### src/rtl/fp_divider_if.sv
// Operand/result handshake bundle for the iterative double-precision divider.
// The master drives operands and accepts results; the slave is the divider.
interface fp_divider_if;
  logic        in_valid;
  logic        in_ready;
  logic [63:0] a;
  logic [63:0] b;
  logic        out_valid;
  logic        out_ready;
  logic [63:0] out;
  logic        busy;

  modport master (
    output in_valid, a, b, out_ready,
    input  in_ready, out_valid, out, busy
  );

  modport slave (
    input  in_valid, a, b, out_ready,
    output in_ready, out_valid, out, busy
  );
endinterface

### src/rtl/fp_divider.sv
// Iterative IEEE-754 double divider: restoring shift-subtract, one quotient bit
// per cycle, truncating result, subnormals flushed to zero.
module fp_divider #(
  parameter int BIAS  = 1023,
  parameter int QBITS = 54
) (
  input  logic       clk,
  input  logic       rst_n,
  fp_divider_if.slave bus
);

  localparam int          CW       = $clog2(QBITS);
  localparam logic [CW-1:0] LAST   = CW'(QBITS - 1);
  localparam logic [12:0] BIAS13   = 13'(BIAS);
  localparam logic [63:0] QNAN_ENC = 64'h7FFF_FFFF_FFFF_FFFF;
  localparam logic [63:0] INF_ENC  = 64'h7FF0_0000_0000_0000;

  typedef enum logic [1:0] {IDLE, DIV, NORM, DONE} state_t;

  state_t            state_reg, state_next;
  logic [CW-1:0]     count_reg;
  logic [QBITS:0]    rem_reg;
  logic [QBITS-1:0]  quo_reg;
  logic [52:0]       mb_reg;
  logic [10:0]       ea_reg, eb_reg;
  logic              sign_reg;
  logic [63:0]       out_reg;

  // Operand classification, shared structure for a (index 0) and b (index 1)
  logic [63:0] opnd [2];
  logic [1:0]  is_nan, is_inf, is_zero;

  assign opnd[0] = bus.a;
  assign opnd[1] = bus.b;

  genvar gi;
  generate
    for (gi = 0; gi < 2; gi++) begin : g_class
      assign is_nan[gi]  = (opnd[gi][62:52] == 11'h7FF) && (opnd[gi][51:0] != 52'd0);
      assign is_inf[gi]  = (opnd[gi][62:52] == 11'h7FF) && (opnd[gi][51:0] == 52'd0);
      assign is_zero[gi] = (opnd[gi][62:52] == 11'h000);
    end
  endgenerate

  logic        special;
  logic [63:0] special_val;

  always_comb begin
    special     = |{is_nan, is_inf, is_zero};
    special_val = 64'h0;
    if ((|is_nan) || (&is_inf) || (&is_zero))
      special_val = QNAN_ENC;
    else if (is_inf[0] || is_zero[1])
      special_val = INF_ENC;
    else
      special_val = 64'h0;
  end

  // One restoring step; remainder stays below 2*mb so the shifted-out MSB is always 0
  logic [QBITS:0] mb_ext, rem_sel, rem_next;
  logic           q_bit;

  always_comb begin
    mb_ext   = {{(QBITS - 52){1'b0}}, mb_reg};
    q_bit    = (rem_reg >= mb_ext);
    rem_sel  = q_bit ? (rem_reg - mb_ext) : rem_reg;
    rem_next = {rem_sel[QBITS-1:0], 1'b0};
  end

  logic signed [12:0] exp_raw, exp_adj;
  logic [51:0]        mant_norm;
  logic [63:0]        norm_result;

  always_comb begin
    exp_raw   = {2'b00, ea_reg} - {2'b00, eb_reg} + BIAS13;
    exp_adj   = quo_reg[QBITS-1] ? exp_raw : (exp_raw - 13'sd1);
    mant_norm = quo_reg[QBITS-1] ? quo_reg[QBITS-2:1] : quo_reg[QBITS-3:0];
    if (exp_adj >= 13'sd2047)
      norm_result = INF_ENC;
    else if (exp_adj <= 13'sd0)
      norm_result = 64'h0;
    else
      norm_result = {sign_reg, exp_adj[10:0], mant_norm};
  end

  always_ff @(posedge clk or negedge rst_n) begin
    if (!rst_n)
      state_reg <= IDLE;
    else
      state_reg <= state_next;
  end

  always_comb begin
    state_next = state_reg;
    case (state_reg)
      IDLE: if (bus.in_valid) state_next = special ? DONE : DIV;
      DIV:  if (count_reg == LAST) state_next = NORM;
      NORM: state_next = DONE;
      DONE: if (bus.out_ready) state_next = IDLE;
      default: state_next = IDLE;
    endcase
  end

  always_comb begin
    bus.in_ready  = (state_reg == IDLE);
    bus.out_valid = (state_reg == DONE);
    bus.busy      = (state_reg != IDLE);
    bus.out       = out_reg;
  end

  always_ff @(posedge clk or negedge rst_n) begin
    if (!rst_n) begin
      count_reg <= '0;
      rem_reg   <= '0;
      quo_reg   <= '0;
      mb_reg    <= '0;
      ea_reg    <= '0;
      eb_reg    <= '0;
      sign_reg  <= 1'b0;
      out_reg   <= 64'h0;
    end else begin
      case (state_reg)
        IDLE: begin
          if (bus.in_valid) begin
            sign_reg  <= bus.a[63] ^ bus.b[63];
            ea_reg    <= bus.a[62:52];
            eb_reg    <= bus.b[62:52];
            mb_reg    <= {1'b1, bus.b[51:0]};
            rem_reg   <= {{(QBITS - 52){1'b0}}, 1'b1, bus.a[51:0]};
            quo_reg   <= '0;
            count_reg <= '0;
            if (special)
              out_reg <= special_val;
          end
        end
        DIV: begin
          rem_reg   <= rem_next;
          quo_reg   <= {quo_reg[QBITS-2:0], q_bit};
          count_reg <= count_reg + CW'(1);
        end
        NORM: out_reg <= norm_result;
        default: ;
      endcase
    end
  end

endmodule

### src/flat_wrapper.sv
// flat-port wrapper written by rule: the top's interface ports become plain ports
module fp_divider_flat 
#(
  parameter int BIAS  = 1023,
  parameter int QBITS = 54
)
  (clk, rst_n, bus_in_valid, bus_a, bus_b, bus_out_ready, bus_in_ready, bus_out_valid, bus_out, bus_busy);
  fp_divider_if bus_i ();
  input  logic clk;
  input  logic rst_n;
  input wire logic [$bits(bus_i.in_valid)-1:0] bus_in_valid;
  input wire logic [$bits(bus_i.a)-1:0] bus_a;
  input wire logic [$bits(bus_i.b)-1:0] bus_b;
  input wire logic [$bits(bus_i.out_ready)-1:0] bus_out_ready;
  output wire logic [$bits(bus_i.in_ready)-1:0] bus_in_ready;
  output wire logic [$bits(bus_i.out_valid)-1:0] bus_out_valid;
  output wire logic [$bits(bus_i.out)-1:0] bus_out;
  output wire logic [$bits(bus_i.busy)-1:0] bus_busy;
  assign bus_i.in_valid = bus_in_valid;
  assign bus_i.a = bus_a;
  assign bus_i.b = bus_b;
  assign bus_i.out_ready = bus_out_ready;
  assign bus_in_ready = bus_i.in_ready;
  assign bus_out_valid = bus_i.out_valid;
  assign bus_out = bus_i.out;
  assign bus_busy = bus_i.busy;
  fp_divider #(.BIAS(BIAS), .QBITS(QBITS)) u_core (.clk(clk), .rst_n(rst_n), .bus(bus_i));
endmodule
### config.mk
export PLATFORM = sky130hd
export DESIGN_NAME = fp_divider_flat
export DESIGN_NICKNAME = d
export VERILOG_FILES = /design/src/rtl/fp_divider_if.sv /design/src/rtl/fp_divider.sv /design/src/flat_wrapper.sv
export SDC_FILE = /design/constraint.sdc
export NUM_CORES = 1
export LEC_CHECK = 0
export ABC_AREA = 1
export BUFFER_PORTS_ARGS = -buffer_cell sky130_fd_sc_hd__buf_2
export CORE_MARGIN = 10
export CORE_UTILIZATION = 54
export CTS_CLUSTER_DIAMETER = 60
export DETAILED_ROUTE_END_ITERATION = 7
export PLACE_DENSITY_LB_ADDON = 0.1
export SYNTH_ARGS = -nofsm -noshare
export SYNTH_HDL_FRONTEND = slang
export SYNTH_SLANG_ARGS = --single-unit
### constraint.sdc
create_clock -name clk -period 3.3 [get_ports clk]
set_input_delay 0.33 -clock clk [delete_from_list [all_inputs] [get_ports clk]]
set_output_delay 0.33 -clock clk [all_outputs]
set_load 0.02 [all_outputs]
# ---- Word-level counts from Yosys, hierarchy flattened
# Index checks and enable logic that the tools add are counted.
dict set report word_totals {
  ff_bits 257
  latch_bits 0
  ram_bits 0
  rom_bits 0
  inputBits 132
  memories 0
}
dict set report op_classes {
  addsub 5
  multipliers 0
  div 0
  order_cmp 3
  n_eq_ne 10
  shifts 0
  mux 21
  n_bitwise 1
  reduce_logical 25
}
# op n
set ops {}
lappend ops {{$mux 64} 4}
lappend ops {{$pmux 64 s2} 1}
lappend ops {{$mux 63} 2}
lappend ops {{$pmux 55 s2} 1}
lappend ops {{$mux 54} 2}
lappend ops {{$pmux 54 s2} 1}
lappend ops {{$logic_not 52->1} 2}
lappend ops {{$reduce_bool 52->1} 2}
lappend ops {{$ge 55x53->1} 1}
lappend ops {{$mux 55} 1}
lappend ops {{$sub 54x53->54} 1}
lappend ops {{$mux 52} 1}
lappend ops {{$eq 11x11->1 const B} 2}
lappend ops {{$logic_not 11->1} 2}
lappend ops {{$add 13x10->13 const B} 1}
lappend ops {{$ge 13x12->1 const B} 1}
lappend ops {{$le 13x1->1 const B} 1}
lappend ops {{$mux 13} 1}
lappend ops {{$sub 13x2->13 const B} 1}
lappend ops {{$pmux 6 s2} 1}
lappend ops {{$sub 11x11->12} 1}
lappend ops {{$mux 2} 4}
lappend ops {{$pmux 2 s4} 1}
lappend ops {{$reduce_and 2->1} 4}
lappend ops {{other kinds (15)} 26}

# ---- Depth between registers and ports, before layout
dict set report logic_depth {
  depth_word 9
  mapped_depth 27
  depth_no_buf 26
}

# ---- Worst setup path before layout
# OpenSTA, ideal clock, no wires.
dict set report synth_timing {
  path_kind {register to register}
  startpoint {register u_core.eb_reg[0]}
  endpoint {register u_core.out_reg[43], in the netlist u_core.bus.out[43]}
  setup_time_ns 0.133
  arrival_time_ns 3.046
  required_time_ns 3.167
  setup_slack_ns 0.121
  path_stages_with_launch 26
  n_path_buf 1
  synth_period_minus_slack_ns 3.179
  cell_sequence {dfrtp_1 > ha_1 > inv_1 > fa_1 > inv_1 > ha_1 > inv_1 > nand2_1 > nand2_1 > nor2_2 > nand3_2 > nor2_4 > nand2_2 > nand2_1 > inv_1 > nor2_1 > nand2_1 > nor2_1 > nand2_1 > nor2_1 > nand3_4 > nand2_4 > nor2_8 > buf_12 > nand2_2 > a21boi_1}
}
dict set report synth_between {
  elab_chain_cells 8
  elab_cells_between_ends 9
}
# element line
set synth_lines {}
lappend synth_lines {{start, declared} fp_divider.sv:25} ;# logic [10:0] ea_reg, eb_reg;
lappend synth_lines {{start signal, assigned} fp_divider.sv:127} ;# eb_reg <= bus.b[62:52];
lappend synth_lines {{$sub 11x11->12 (*)} fp_divider.sv:75} ;# exp_raw = {2'b00, ea_reg} - {2'b00, eb_reg} + BIAS13;
lappend synth_lines {{$add 13x10->13 (*)} fp_divider.sv:75}
lappend synth_lines {{$sub 13x2->13} fp_divider.sv:76} ;# exp_adj = quo_reg[QBITS-1] ? exp_raw : (exp_raw - 13'sd1);
lappend synth_lines {{$mux 13 (*)} fp_divider.sv:76}
lappend synth_lines {{$le 13x1->1} fp_divider.sv:80} ;# else if (exp_adj <= 13'sd0)
lappend synth_lines {{$mux 64} fp_divider.sv:80}
lappend synth_lines {{$mux 64 (*)} fp_divider.sv:78} ;# if (exp_adj >= 13'sd2047)
lappend synth_lines {{$pmux 64 s2 (*)} fp_divider.sv:122} ;# case (state_reg)
lappend synth_lines {{end signal, assigned} fp_divider.sv:133} ;# out_reg <= special_val;
lappend synth_lines {{end signal, assigned} fp_divider.sv:141} ;# NORM: out_reg <= norm_result;
lappend synth_lines {{end, declared} fp_divider.sv:27} ;# logic [63:0] out_reg;
# Mark *: on every way between the ends. The rest lies on a longest branch, timed or not.
# A chain may end at the register's enable or synchronous reset.

# ---- Worst setup path in the final report
dict set report layout_timing {
  startpoint {register u_core.ea_reg[0]}
  endpoint {register u_core.out_reg[10], in the netlist u_core.bus.out[10]}
}
dict set report layout_between {
  elab_chain_cells 8
  elab_cells_between_ends 9
}
# element line
set layout_lines {}
lappend layout_lines {{start, declared} fp_divider.sv:25}
lappend layout_lines {{start signal, assigned} fp_divider.sv:126} ;# ea_reg <= bus.a[62:52];
lappend layout_lines {{$sub 11x11->12 (*)} fp_divider.sv:75}
lappend layout_lines {{$add 13x10->13 (*)} fp_divider.sv:75}
lappend layout_lines {{$sub 13x2->13} fp_divider.sv:76}
lappend layout_lines {{$mux 13 (*)} fp_divider.sv:76}
lappend layout_lines {{$le 13x1->1} fp_divider.sv:80}
lappend layout_lines {{$mux 64} fp_divider.sv:80}
lappend layout_lines {{$mux 64 (*)} fp_divider.sv:78}
lappend layout_lines {{$pmux 64 s2 (*)} fp_divider.sv:122}
# Marked as above.

==> results by group <==
Floorplan
  – I/O pins: around 200
  – Die Ht: roughly 200 um
  – Core Region: about 32000 um2
  – DIE AREA: just under 40000 um2
  – Die W: about 200 um
  – Initial core utilization: 54.8%
  – # rows: 65

Timing
  – Highest clock rate: approximately 0.3 GHz
  – Actual slew at the worst max-slew pin: 1.02 ns
  – Pins Over Slew Limit: 0
  – Setup WS post-layout: -0.103 ns
  – Final Critical Period: 3.40 ns
  – Fin. Hold Viols: 0
  – Final setup vio count: 45
  – RSZ-0062 raised after global routing: yes
  – Clk_skew: ~0.011 ns
  – Slew HR: ~32%
  – Hold Worst Slack: 0.0308 ns
  – Crit share post-route: 103%

Logic synthesis
  – Ys async rst share: 100%
  – Top_reg_cell synth: dfrtp_1
  – Top cell type's share of synthesized area: between 30% and 40%
  – Syn_area_per_cell: about 7.4 um2
  – Cells after Synth: around 2300
  – Post-synth EDFFs: 0
  – YS warnings: 0
  – Area leader, netlist: dfrtp_1
  – Top area cells in the synthesized netlist: dfrtp_1 (37%), a21oi_1 (9.3%), nand2_1 (6.6%), inv_1 (6.4%), nor2_1 (5.3%)
  – Post-synth cell types: 49
  – Mapped cell area: 17300 um2
  – Syn Nets: 2549
  – Register bit total from synthesis: 257
  – Sequential share of the synthesized area: a little under two fifths

Global routing
  – Congestion Overflow GR: 0
  – Vias in the first global route: roughly 16000
  – Total track usage: 24.8%
  – First-pass GRT wire length: about 81 mm
  – Largest net degree at the start of global routing: roughly 140
  – Initial antenna violation count: 0

Clocking
  – Worst-Skew Late Latency: around 0.55 ns
  – Total clock buffers created by CTS: 30
  – Root Buffer: clkbuf_16
  – Clk slew on worst S/H paths: 0.06 ns
  – Clock Tree Buf Depth: 3
  – CTS tree: built
  – Htree depth: 1
  – Num Clock Sinks: 257

Outcome
  – Outcome: finished, violations left
  – Failing checks: setup timing

Layout
  – Max reg flops: 64
  – Layout area overhead: 18.9%
  – Antenna Cells: 0
  – Layout cell share with drive strength beyond 1: 22.5%
  – Finished Cell Area: 20600 um2
  – Nets: between 2000 and 3000
  – Finished Layout Cells: between 2000 and 3000

Detailed routing
  – DRT iter0 DRCs: 1190
  – Antenna-violating nets left: 0
  – DRC violations left: 0
  – Drt pass-1 iters: 5
  – Wirelength, routed: 50.2 mm
  – Drt wl/cell: roughly 17 um
  – Vias post-DR: 16500
  – Via/cell ratio: between 5 and 6

Critical path
  – Crit path launch type: flip-flop
  – Worst Path Arrival: a little under 4 ns
  – Worst Path Required: 3.78 ns
  – Crit-path max FO: 6
  – CP Class: flip-flop to flip-flop
  – Worst Reg-to-Reg Cells: 25
  – Endpoint type of the worst setup path: flip-flop

Hold path
  – Hold Crit Class: input pin to flip-flop
  – Hold Path Depth: 3

Placed design
  – Post-DP HPWL: around 37 mm
  – DP Cell Count: about 2900
  – Port buffer count: 198
  – Final RePlAce weighted congestion: approximately 0.97
  – DP Area: around 19000 um2

Flow run
  – Max-cap viol count: 0
==> cell type report <==
| cell class | instances | area (um2) |
|---|---|---|
| fillers | 2882 | 11000 |
| multi-input cells | 1683 | 9670 |
| flip-flops and latches | 257 | 6430 |
| repair buffers | 279 | 1830 |
| inverters | 303 | 1140 |
| clock buffers | 41 | 873 |
| well taps | 402 | 503 |
| clock inverters | 15 | 153 |
==> metal layers <==
metal | up-vias | wire length (um) | GRT usage (%)
met2 | 398 | 23100 | 40.3
li1 | 8226 | - | -
met5 | - | 0 | 0
met4 | 0 | 1420 | 7.57
met3 | 83 | 2720 | 3.72
met1 | 7749 | 23000 | 33.2
==> path summary, 6_finish.rpt <==
kind,from,endpoint,slack (ns)
max in group asynchronous,rst_n,u_core.quo_reg[16]$_DFFE_PN0P_,2.02
hold reg to reg,u_core.mb_reg[52]$_DFFE_PN0P_,u_core.mb_reg[52]$_DFFE_PN0P_,0.46
setup reg to reg,u_core.ea_reg[0]$_DFFE_PN0P_,u_core.bus.out[10]$_DFFE_PN0P_,-0.10
setup / recovery,u_core.ea_reg[0]$_DFFE_PN0P_,u_core.bus.out[10]$_DFFE_PN0P_,-0.10
min in group asynchronous,rst_n,u_core.eb_reg[2]$_DFFE_PN0P_,0.39
hold / removal,bus_b[22],u_core.mb_reg[22]$_DFFE_PN0P_,0.03
==> logic make-up after synthesis <==
group                    after synthesis  synth area share, %
multiplexers                          12                0.779
AO/OA/AOI/OAI                        671                 21.4
AND/OR/NAND/NOR                      874                 23.4
XOR/XNOR                              52                 2.63
flip-flops                           257                 37.1
buffers and inverters                403                 9.25
adder cells (fa/ha/maj)               74                 5.43
==> Yosys cell counts (all sizes together) (2+ instances only) <==
master,number
nand2,378
a21oi,323
inv,302
dfrtp,257
nor2,257
o21ai,178
nand3,97
clkbuf,86
ha,72
or2,64
o22ai,54
a21boi,53
nor4,31
xor2,27
xnor2,25
a31oi,24
nand4,24
nor3,18
buf,14
o21bai,13
mux2,12
a21o,7
o21a,6
o211ai,5
and3,4
a211oi,2
fa,2
==> layout by cell type (no fill, tap or decap), types with 7 or more instances in the layout <==
| master | instances |
|---|---|
| xor2_1 | 27 |
| clkinv_2 | 7 |
| xnor2_1 | 25 |
| a21boi_1 | 24 |
| nor3_1 | 18 |
| a21boi_2 | 28 |
| nand3_1 | 82 |
| nand2_2 | 69 |
| o21ai_0 | 177 |
| ha_1 | 67 |
| or2_2 | 64 |
| nand2_1 | 293 |
| clkbuf_16 | 33 |
| nor2_1 | 234 |
| buf_4 | 56 |
| nor2_4 | 12 |
| buf_6 | 7 |
| buf_2 | 197 |
| nor2_2 | 10 |
| a31oi_1 | 24 |
| nand4_1 | 24 |
| o22ai_1 | 54 |
| inv_1 | 290 |
| nand3_2 | 12 |
| dfrtp_1 | 256 |
| inv_2 | 9 |
| o21bai_1 | 13 |
| a21o_1 | 7 |
| buf_12 | 10 |
| a21oi_1 | 319 |
| nand2_4 | 16 |
| nor4_1 | 31 |
| mux2_2 | 12 |
==> critical path, stage by stage, from the launching register on <==
cell	delay, ns
dfrtp_1	0.37
inv_2	0.08
ha_4	0.14
inv_4	0.03
fa_2	0.54
inv_4	0.05
ha_4	0.17
nand2_4	0.08
nand2_4	0.07
nor2_4	0.11
nand3_4	0.09
nor2_4	0.13
nand2_2	0.08
nor2_4	0.11
nand2_2	0.08
nor2_4	0.13
nand3_2	0.10
nand2_2	0.09
inv_2	0.05
nand3_4	0.08
nand2_4	0.07
nor2_8	0.15
buf_12	0.17
clkbuf_16	0.17
nand2_2	0.04
a21boi_1	0.13
==> repair_timing <==
action | in CTS | in global routing
gates cloned | 1 | 2
setup buffers | 7 | 13
gates resized for setup | 27 | 82
pin swaps | 14 | 32
setup endpoints to repair | 62 | 81
hold buffers | 2 | 0
hold endpoints to repair | 82 | 0
==> per-stage QoR <==
step / setup TNS [ns] / util, % / setup WS, ns
after detailed placement: -8.89 / 59.9 / -0.214
after global routing: -15.19 / 65.1 / -0.293
after floorplan: 0 / - / 0.121
after CTS: -2.59 / 63.8 / -0.0998
after global placement: -0.430 / 59.9 / -0.0323
final: -2.39 / 65.1 / -0.103
Power is not shown: default switching activity piles up to over one toggle a cycle in this logic, so the estimate is an artifact.
